`src/rtl/xdma_pkg.sv`:
```
// Shared types for the XDMA write path: FSM states, beat counter width and the default AXI4+ATOP bus types.
package xdma_pkg;

    localparam int unsigned BeatCntWidth = 8;

    typedef enum logic [1:0] {
        IDLE = 2'd0,
        AW   = 2'd1,
        W    = 2'd2,
        B    = 2'd3
    } xdma_state_e;

    localparam int unsigned AxiAddrWidth = 32;
    localparam int unsigned AxiDataWidth = 64;
    localparam int unsigned AxiIdWidth   = 4;
    localparam int unsigned AxiUserWidth = 1;

    localparam logic [1:0] AxiBurstIncr = 2'b01;

    typedef logic [AxiAddrWidth-1:0]   xdma_addr_t;
    typedef logic [AxiDataWidth-1:0]   xdma_data_t;
    typedef logic [AxiDataWidth/8-1:0] xdma_strb_t;
    typedef logic [AxiIdWidth-1:0]     xdma_id_t;
    typedef logic [AxiUserWidth-1:0]   xdma_user_t;

    typedef struct packed {
        xdma_id_t   id;
        xdma_addr_t addr;
        logic [7:0] len;
        logic [2:0] size;
        logic [1:0] burst;
        logic       lock;
        logic [3:0] cache;
        logic [2:0] prot;
        logic [3:0] qos;
        logic [3:0] region;
        logic [5:0] atop;
        xdma_user_t user;
    } xdma_aw_chan_t;

    typedef struct packed {
        xdma_data_t data;
        xdma_strb_t strb;
        logic       last;
        xdma_user_t user;
    } xdma_w_chan_t;

    typedef struct packed {
        xdma_id_t   id;
        logic [1:0] resp;
        xdma_user_t user;
    } xdma_b_chan_t;

    typedef struct packed {
        xdma_id_t   id;
        xdma_addr_t addr;
        logic [7:0] len;
        logic [2:0] size;
        logic [1:0] burst;
        logic       lock;
        logic [3:0] cache;
        logic [2:0] prot;
        logic [3:0] qos;
        logic [3:0] region;
        xdma_user_t user;
    } xdma_ar_chan_t;

    typedef struct packed {
        xdma_id_t   id;
        xdma_data_t data;
        logic [1:0] resp;
        logic       last;
        xdma_user_t user;
    } xdma_r_chan_t;

    typedef struct packed {
        xdma_aw_chan_t aw;
        logic          aw_valid;
        xdma_w_chan_t  w;
        logic          w_valid;
        logic          b_ready;
        xdma_ar_chan_t ar;
        logic          ar_valid;
        logic          r_ready;
    } xdma_axi_req_t;

    typedef struct packed {
        logic          aw_ready;
        logic          ar_ready;
        logic          w_ready;
        logic          b_valid;
        xdma_b_chan_t  b;
        logic          r_valid;
        xdma_r_chan_t  r;
    } xdma_axi_rsp_t;

endpackage

```
`src/rtl/xdma_write_to_axi.sv`:
```
// Turns one burst command plus a stream of data beats into a single AXI4 INCR write burst.
// Latency: AW one cycle after command accept; W is a combinational pass-through; done/error pulse on B handshake.
// Backpressure: cmd_ready only in IDLE; data_ready follows w_ready in W and is low elsewhere.
module xdma_write_to_axi
    import xdma_pkg::*;
#(
    parameter type     axi_out_req_t  = xdma_axi_req_t,
    parameter type     axi_out_resp_t = xdma_axi_rsp_t,
    parameter type     data_t         = xdma_data_t,
    parameter type     addr_t         = xdma_addr_t,
    parameter type     strb_t         = xdma_strb_t,
    parameter type     axi_id_t       = xdma_id_t,
    parameter axi_id_t AxiId          = '0
) (
    input  logic          clk_i,
    input  logic          rst_ni,
    input  logic          cmd_valid_i,
    output logic          cmd_ready_o,
    input  addr_t         cmd_addr_i,
    input  logic [7:0]    cmd_len_i,
    input  logic [2:0]    cmd_size_i,
    input  logic          data_valid_i,
    output logic          data_ready_o,
    input  data_t         data_i,
    input  strb_t         strb_i,
    output logic          busy_o,
    output logic          done_o,
    output logic          error_o,
    output axi_out_req_t  axi_req_o,
    input  axi_out_resp_t axi_rsp_i
);

    xdma_state_e             r_state;
    xdma_state_e             w_state_d;
    addr_t                   r_addr;
    logic [7:0]              r_len;
    logic [2:0]              r_size;
    logic [BeatCntWidth-1:0] r_cnt;

    logic w_last;
    logic w_w_hs;
    logic w_unused;

    assign w_last = (r_cnt == '0);
    assign w_w_hs = (r_state == W) && data_valid_i && axi_rsp_i.w_ready;
    assign busy_o = (r_state != IDLE);

    // Read channel, B id/user and the low response bit have no role in a write-only engine.
    assign w_unused = ^{axi_rsp_i.ar_ready, axi_rsp_i.r_valid, axi_rsp_i.r,
                        axi_rsp_i.b.id, axi_rsp_i.b.user, axi_rsp_i.b.resp[0]};

    always_ff @(posedge clk_i or negedge rst_ni) begin
        if (!rst_ni) begin
            r_state <= IDLE;
            r_addr  <= '0;
            r_len   <= '0;
            r_size  <= '0;
            r_cnt   <= '0;
        end else begin
            r_state <= w_state_d;
            if ((r_state == IDLE) && cmd_valid_i) begin
                r_addr <= cmd_addr_i;
                r_len  <= cmd_len_i;
                r_size <= cmd_size_i;
                r_cnt  <= cmd_len_i;
            end
            // Hold at zero on the last beat so a 256-beat burst never wraps.
            if (w_w_hs && !w_last) begin
                r_cnt <= r_cnt - BeatCntWidth'(1);
            end
        end
    end

    always_comb begin
        w_state_d    = r_state;
        axi_req_o    = '0;
        cmd_ready_o  = 1'b0;
        data_ready_o = 1'b0;
        done_o       = 1'b0;
        error_o      = 1'b0;
        unique case (r_state)
            IDLE: begin
                cmd_ready_o = 1'b1;
                if (cmd_valid_i) begin
                    w_state_d = AW;
                end
            end
            AW: begin
                axi_req_o.aw_valid  = 1'b1;
                axi_req_o.aw.id     = AxiId;
                axi_req_o.aw.addr   = r_addr;
                axi_req_o.aw.len    = r_len;
                axi_req_o.aw.size   = r_size;
                axi_req_o.aw.burst  = AxiBurstIncr;
                if (axi_rsp_i.aw_ready) begin
                    w_state_d = W;
                end
            end
            W: begin
                axi_req_o.w_valid   = data_valid_i;
                axi_req_o.w.data    = data_i;
                axi_req_o.w.strb    = strb_i;
                axi_req_o.w.last    = w_last;
                data_ready_o        = axi_rsp_i.w_ready;
                if (w_w_hs && w_last) begin
                    w_state_d = B;
                end
            end
            B: begin
                axi_req_o.b_ready = 1'b1;
                if (axi_rsp_i.b_valid) begin
                    done_o    = 1'b1;
                    error_o   = axi_rsp_i.b.resp[1];
                    w_state_d = IDLE;
                end
            end
            default: w_state_d = IDLE;
        endcase
    end

endmodule

```
`config.mk`:
```
export PLATFORM = sky130hd
export DESIGN_NAME = xdma_write_to_axi
export DESIGN_NICKNAME = d
export VERILOG_FILES = /design/src/rtl/xdma_pkg.sv /design/src/rtl/xdma_write_to_axi.sv
export SDC_FILE = /design/constraint.sdc
export NUM_CORES = 1
export LEC_CHECK = 0
export CAP_MARGIN = 20
export CELL_PAD_IN_SITES_DETAIL_PLACEMENT = 0
export CELL_PAD_IN_SITES_GLOBAL_PLACEMENT = 1
export CORE_AREA = 2 2 164 166
export CTS_BUF_LIST = sky130_fd_sc_hd__clkbuf_16
export DETAILED_ROUTE_END_ITERATION = 10
export DIE_AREA = 0 0 166 168
export PLACE_DENSITY = 0.82
export SYNTH_ARGS = -nofsm -noshare
export SYNTH_HDL_FRONTEND = slang
export SYNTH_SLANG_ARGS = --single-unit
export TNS_END_PERCENT = 20
```
`constraint.sdc`:
```
create_clock -name clk_i -period 3.94 [get_ports clk_i]
set_input_delay 1.182 -clock clk_i [delete_from_list [all_inputs] [get_ports clk_i]]
set_output_delay 1.182 -clock clk_i [all_outputs]
set_load 0.02 [all_outputs]
```
======== Word level (Yosys, flattened, before mapping) ========
Cells that the tools add are included.
storage, ports and cells
  flip-flop bits (word level) ............. 53
  input bits .............................. 203
  output and inout port bits .............. 222
  word-level logic and storage cells ...... 42
operators by class
  add/sub/neg operators ................... 1
  equal/unequal tests ..................... 7
  muxes and demuxes ....................... 18
  reduce and logical (&&, ||, !) cells .... 11
operator list
  kind                                              count
  2-to-1 mux 73 bit                                 1
  2-to-1 mux 45 bit                                 1
  2-to-1 mux 8 bit                                  2
  2-to-1 mux 1 bit                                  9
  logical NOT 8 bit                                 1
  2-to-1 mux 2 bit                                  4
  one-hot mux 2 bit (4 select lines)                1
  subtractor 8 x 1 -> 8 bit, second input constant  1
  != test 2 bit, second input constant              3
  logical AND 1 bit                                 5
  == test 2 bit, second input constant              2
  AND reduction 4 bit                               1
  nonzero test 2 bit                                2
  == test 2 x 1 -> 1 bit, second input constant     1
  logical NOT 2 bit                                 1
  != test 2 x 1 -> 1 bit, second input constant     1
  logical NOT 1 bit                                 1

======== Depth between registers and ports, before layout ========
  depth after elaboration ................. 6
  mapped depth ............................ 7
  depth with buffers taken out ............ 6

======== Worst setup path before layout ========
No wires, ideal clock.
  kind .................................... input -> output
  from .................................... in axi_rsp_i[75] (netlist bit)
  to ...................................... out error_o
  data arrival time ....................... 1435 ps
  data required time ...................... 2758 ps
  path slack .............................. 1323 ps
  stages on the path ...................... 1
  path buffers ............................ 0
  cell sequence ........................... and3_1
on the way
  longest elaborated chain between the ends .. 2
RTL lines
  element           RTL line                  source
  start, declared   xdma_write_to_axi.sv:30   input axi_out_resp_t axi_rsp_i
  2-to-1 mux 1 bit  xdma_write_to_axi.sv:111  if (axi_rsp_i.b_valid) begin
  2-to-1 mux 1 bit  xdma_write_to_axi.sv:81   unique case (r_state)
  end, declared     xdma_write_to_axi.sv:28   output logic error_o,
Every way passes these cells.

==> flow_summary.yaml <==
drt:
  drtPass1Iterations: 4
  vias_per_cell: 3.43
  wl_per_cell_um: 14.0
  postRouteAntennaNets: 0
  drc: 0
  vias: 3644
  wirelength_um: 14800
  drt_iter0_markers: 162
placed_design:
  place_inst: 1051
  dp_hpwl_um: 12100
  pre_cts_ws_ns: 0.259
  gp_congestion: 0.739
  io_buffers: 247
  dpl-instance-area_um2: 6330
cts:
  numCtsBuffers: 5
  clockRootBuffer: "clkbuf_16"
  cts_tree: "built"
  clk_pin_slew_ns: 0.07
  htreeDepth: 2
  clk_latency_ns: 0.30
  ctsLongestPathBuffers: 2
  cts.sinks: 53
  cts_hold_buf: 0
  cts_resized: 0
  cts_setup_buffers: 0
cells_and_area:
  fin_area_um2: 6490
  seq_area_um2: 1330
  drive_above_1_share_pct: 3.62
  multi_input_area_um2: 2020
  final_common_cell: "clkdlybuf4s50_1"
  finalNetCount: 926
  fillers: 2879
  mostFrequentLayoutCells: "clkdlybuf4s50_1, nand2_1, and2_1"
  syn_to_final_growth_pct: 68.9
  stdcell_count: 1062
min_path:
  hp-start: "r_addr[16]"
  worstHoldEndpoint: "r_addr[16]"
  hp-class: "reg2reg"
  hold_depth: 2
pwr:
  vdd_drop_max_uv: 216
  p_leak_nw: 2.89
  power.density_nw_per_um2: 596
grt:
  grt_start_max_net_pins: 73
  overflow: 0
  grt_usage_pct: 10.0
  antenna_found_initial: 8
  grt_pass1_vias: 3400
  grt_first_pass_wirelength_um: 21300
setup_path:
  worstPathArrival_ns: 2.48
  r2r_end: "r_cnt[2]"
  path_cells: "clkdlybuf4s50_1 > and2_1 > clkdlybuf4s50_1"
  cp_max_fo: 1
  cp-end-kind: "output pin"
  critPathRequiredTime_ns: 2.76
  r2r_start: "r_state[0]"
  reg2reg_slack_ns: 1.85
  cpMostUsedCell: "clkdlybuf4s50_1"
  worstSetupPathType: "in2out"
  start_kind: "input pin"
  worst_path_max_delay_cell: "clkdlybuf4s50_1"
  worst_path_largest_cell_delay_ns: 0.63
  worstRegToRegCells: 6
floorplan:
  rows: 60
  initial_core_util_pct: 14.6
  io_pins: 425
  core_area_um2: 26400
  die_h_um: 168
  dieArea_um2: 27900
  fp.dieW_um: 166
sta:
  hold_violations: 0
  rsz0062_at_grt: "false"
  period_share_pct: 92.9
  period_needed_ns: 3.66
  skew_ns: 0.00785
  worst_pin_slew_ns: 0.837
  max-slew-margin-rel_pct: 44.2
  max_freq_mhz: 273
  fin_hold_ws_ns: 0.469
  finalWorstSetupSlack_ns: 0.280
  maxSlewViolCount: 0
  fin_setup_tns_ns: 0
  finalSetupViolations: 0
synthesis:
  synth-edff-count: 0
  ys_ff_latch: 53
  ys_types: 38
  yosys.area.top_type_share_pct: 34.5
  synth_compound_area_share_pct: 4.95
  avgSynthCellArea_um2: 7.97
  synth_area_um2: 3840
  post_synth_main_area_contributors: "dfrtp_1, and2_1, buf_4, nand2_1, clkbuf_1"
  yosysSeqAreaShare_pct: 34.5
  synth_fa_ha_area_share_pct: 1.96
  synth_xor_area_share_pct: 0
  ys_warn_count: 0
  yosysTopAreaCell: "dfrtp_1"
  async_flop_share_pct: 100
  synth-simple-area-share_pct: 35.0
  syn-instance-count: 482
  synth_ff_type: "dfrtp_1"
  synth_top_family_by_area: "simple AND/OR/NAND/NOR gates"
  synth_mux_area_share_pct: 1.14
status:
  status: "finished clean"
run:
  maxCapViolations: 0
==> area by class of cell <==
class	instances	area share [%]
Antenna cell	3	0.116
Clock buffer	5	1.93
Tap cell	341	6.58
Clock inverter	3	0.405
Timing Repair Buffer	253	38.8
Sequential cell	53	20.4
Multi-Input combinational cell	395	31.2
Inverter	9	0.521
==> worst max path at each step <==
stage / startpoint / to
2_1_floorplan: axi_rsp_i[75] / error_o
3_3_place_gp: data_i[57] / axi_req_o[137]
3_5_place_dp: data_i[57] / axi_req_o[137]
4_1_cts: data_i[57] / axi_req_o[137]
5_1_grt: data_i[63] / axi_req_o[143]
6_report: data_i[57] / axi_req_o[137]
==> power breakdown <==
part           total, mW  switching (mW)  internal, mW  leakage (nW)
Combinational       2.46            1.35          1.11          2.17
Clock              0.460           0.219         0.241        0.0680
Sequential         0.951           0.149         0.801         0.652
Total               3.87            1.72          2.15          2.89
==> stage by stage <==
step / utilization (%) / power, mW
2_1_floorplan: - / 2.39
3_5_place_dp: 24.0 / 3.47
5_1_grt: 24.6 / 4.16
3_3_place_gp: 24.0 / 3.43
6_report: 24.6 / 3.87
4_1_cts: 24.6 / 3.96
==> worst max-delay path, delay by kind of cell <==
kind	cells	cell delay (ns)
buffers and inverters	2	1.11
and+or+nand+nor	1	0.19
==> metal layers <==
layer	track usage (%)	vias up	part of all wire, %
li1	-	1767	-
met2	17.3	216	48
met1	12.0	1649	39
met3	4.02	10	12
met5	0	-	0.081
met4	1.47	2	0.64
==> synth_stat cells (2+ instances only) <==
cell type / count
clkbuf_1: 22
dfrtp_1: 53
a21oi_1: 4
inv_1: 9
and2_1: 119
o221a_1: 2
o21ai_0: 3
nand3_1: 4
a211oi_1: 2
nor2_1: 3
ha_1: 6
nand2_1: 127
mux2_1: 3
buf_4: 98
and3_1: 4
==> flip-flops by register name (all words and copies together), names as in the netlist <==
signal   count
r_addr      32
r_cnt        8
r_len        8
r_size       3
r_state      2
==> cells by family after synthesis <==
family | count (synthesis)
AND/OR/NAND/NOR | 264
flip-flops | 53
other | 1
adder cells (fa/ha/maj) | 6
multiplexers | 4
AO/OA/AOI/OAI | 24
buffers and inverters | 130
No activity file was read; power rests on OpenSTA's default activity.
==> variant, RTL diff (same settings) <==
Reset style: synchronous (`rst_ni`), changed in one clocked block.
--- a/src/rtl/xdma_write_to_axi.sv
+++ b/src/rtl/xdma_write_to_axi.sv
@@ -49,7 +49,7 @@
     assign w_unused = ^{axi_rsp_i.ar_ready, axi_rsp_i.r_valid, axi_rsp_i.r,
                         axi_rsp_i.b.id, axi_rsp_i.b.user, axi_rsp_i.b.resp[0]};
 
-    always_ff @(posedge clk_i or negedge rst_ni) begin
+    always_ff @(posedge clk_i) begin
         if (!rst_ni) begin
             r_state <= IDLE;
             r_addr  <= '0;
Check against the original RTL: differs if rst_ni is asserted again (counterexample within 4 cycles, from zero or initial values and one cycle with rst_ni low); with rst_ni held inactive, the same outputs for 10 cycles.
==> variant against the original RTL <==
Worst setup slack worse by 0.093 ns. Count of clock-buffer cells in the layout stayed put. Sequential cell count stayed put. Die area stayed put. Synthesized area stayed put. Wire length is 6.7% higher. Via count is 3.7% higher. Critical path depth stayed put. Power is 21% lower. Cell area hardly changed. Non-clock buffer count is 1 lower. Combinational power is 26% lower. Critical endpoint is now error_o. Highest routed layer unchanged.
==> variant: results (changes against the original RTL) <==
[metrics] hold wc startpoint: r_len[1]$_SDFFE_PN0P_ (was r_addr[16]$_DFFE_PN0P_)
[metrics] average wire per cell in the routed design: 14.7 µm (was 14.0 µm)
[metrics] first-pass GRT wire length: 22400 µm (was 21300 µm)
[metrics] switching part of the total: 43.1% (was 44.4%)
[metrics] IR Drop Worst-Case VDD: 274 µV (was 216 µV)
[metrics] setup slack of the most critical reg-to-reg path: 1.69 ns (was 1.85 ns)
[metrics] fraction of the mapped netlist area in compound gates: 14.5% (was 4.95%)
[metrics] top cell types by occurrence after synthesis: 119 x and2_1, 98 x buf_4, 92 x nand2_1 (was 127 x nand2_1, 119 x and2_1, 98 x buf_4)
[metrics] multiplexer share of the synthesized area: 0.261% (was 1.14%)
[metrics] fraction of layout instances using a drive strength above 1: 3.15% (was 3.62%)
[metrics] cells taking the most area after synthesis: dfxtp_1 28%, and2_1 19%, buf_4 19% (was dfrtp_1 35%, and2_1 19%, buf_4 19%)
[metrics] antenna fix cells: 1 (was 3)
[metrics] Post-layout nets: 939 (was 926)
[metrics] synthesis-to-layout area growth: 68.8% (was 68.9%)
[metrics] first drt pass iteration count: 6 (was 4)
[metrics] sequential fraction of the synthesis area: 27.6% (was 34.5%)
[metrics] routed vias/inst: 3.52 (was 3.43)
[metrics] Slew @ Worst Pin: 0.943 ns (was 0.837 ns)
[metrics] Synth Flop Type: dfxtp_1 (was dfrtp_1)
[metrics] end point of the most critical hold path: r_len[1]$_SDFFE_PN0P_ (was r_addr[16]$_DFFE_PN0P_)
[metrics] number of antenna violations at the first check in global routing: 4 (was 8)
[metrics] biggest fanout along the worst timing path: 3 (was 1)
[metrics] Cell variety after synth: 44 (was 38)
[metrics] multi-input logic area: 2260 µm² (was 2020 µm²)
[metrics] FILL cells: 2880 (was 2879)
[metrics] reported leakage power: 2.59 nW (was 2.89 nW)
[metrics] outcome: completed (unchanged)
[metrics] post-synthesis async set-or-reset flop share: 0% (was 100%)
[metrics] Iteration-0 DRC Markers: 161 (was 162)
[metrics] post-route worst hold slack: 0.449 ns (was 0.469 ns)
[metrics] data arrival at the endpoint of the critical path: 2.57 ns (was 2.48 ns)
[metrics] total global routing track utilization: 10.6% (was 10.0%)
[metrics] reg2reg start: r_state[0]$_SDFFE_PN0P_ (was r_state[0]$_DFFE_PN0P_)
[metrics] number of global-route vias before repair: 3421 (was 3400)
## variant: cell types whose count changed after synthesis, sizes merged, moves of 5 or more
cell / change
dfrtp: -53
dfxtp: +53
a21boi: +43
nand2: -35
clkbuf: +5
## variant: worst max-delay path: stages
cell	delay (ns)
clkdlybuf4s50_1	0.53
and3_1	0.21
clkdlybuf4s50_1	0.64
## variant: metal layers
metal / vias to the layer above / global-route usage [%] / wire [µm]
li1: 1854 / - / -
met1: 1711 / 12.9 / 6650
met2: 199 / 18.7 / 7710
met3: 11 / 3.34 / 1340
met4: 4 / 1.47 / 88
met5: - / 0 / 30
## variant: cells by family after synthesis
kind of cell | Yosys count
simple gates | 232
buf+inv | 136
compound gates | 73
flops | 53
fa+ha+maj | 6
mux | 1
other cells | 1
## variant: worst max path at each step
stage / start / to / slack [ns] / depth (start not counted)
2_1_floorplan: axi_rsp_i[75] / error_o / 1.33 / 1
3_3_place_gp: axi_rsp_i[80] / error_o / 0.13 / 3
3_5_place_dp: axi_rsp_i[80] / error_o / 0.15 / 3
4_1_cts: axi_rsp_i[80] / error_o / 0.15 / 3
5_1_grt: axi_rsp_i[80] / error_o / 0.12 / 3
6_report: axi_rsp_i[80] / error_o / 0.19 / 3
## variant: power by group through the flow
stage	Sequential [W]	Clock, W	Combinational (W)
final	0.000715	0.000518	0.00181
after detailed placement	0.000728	0	0.00186
after CTS	0.000716	0.000547	0.00186
after floorplan	0.000710	0	0.00110
after global placement	0.000720	0	0.00184
after global routing	0.000731	0.000564	0.00196
## variant: through the flow
step	setup slack [ns]	instances
final	0.187	1073
after global routing	0.124	1072
after CTS	0.147	1072
after detailed placement	0.147	1064
after global placement	0.126	1064
after floorplan	1.33	598
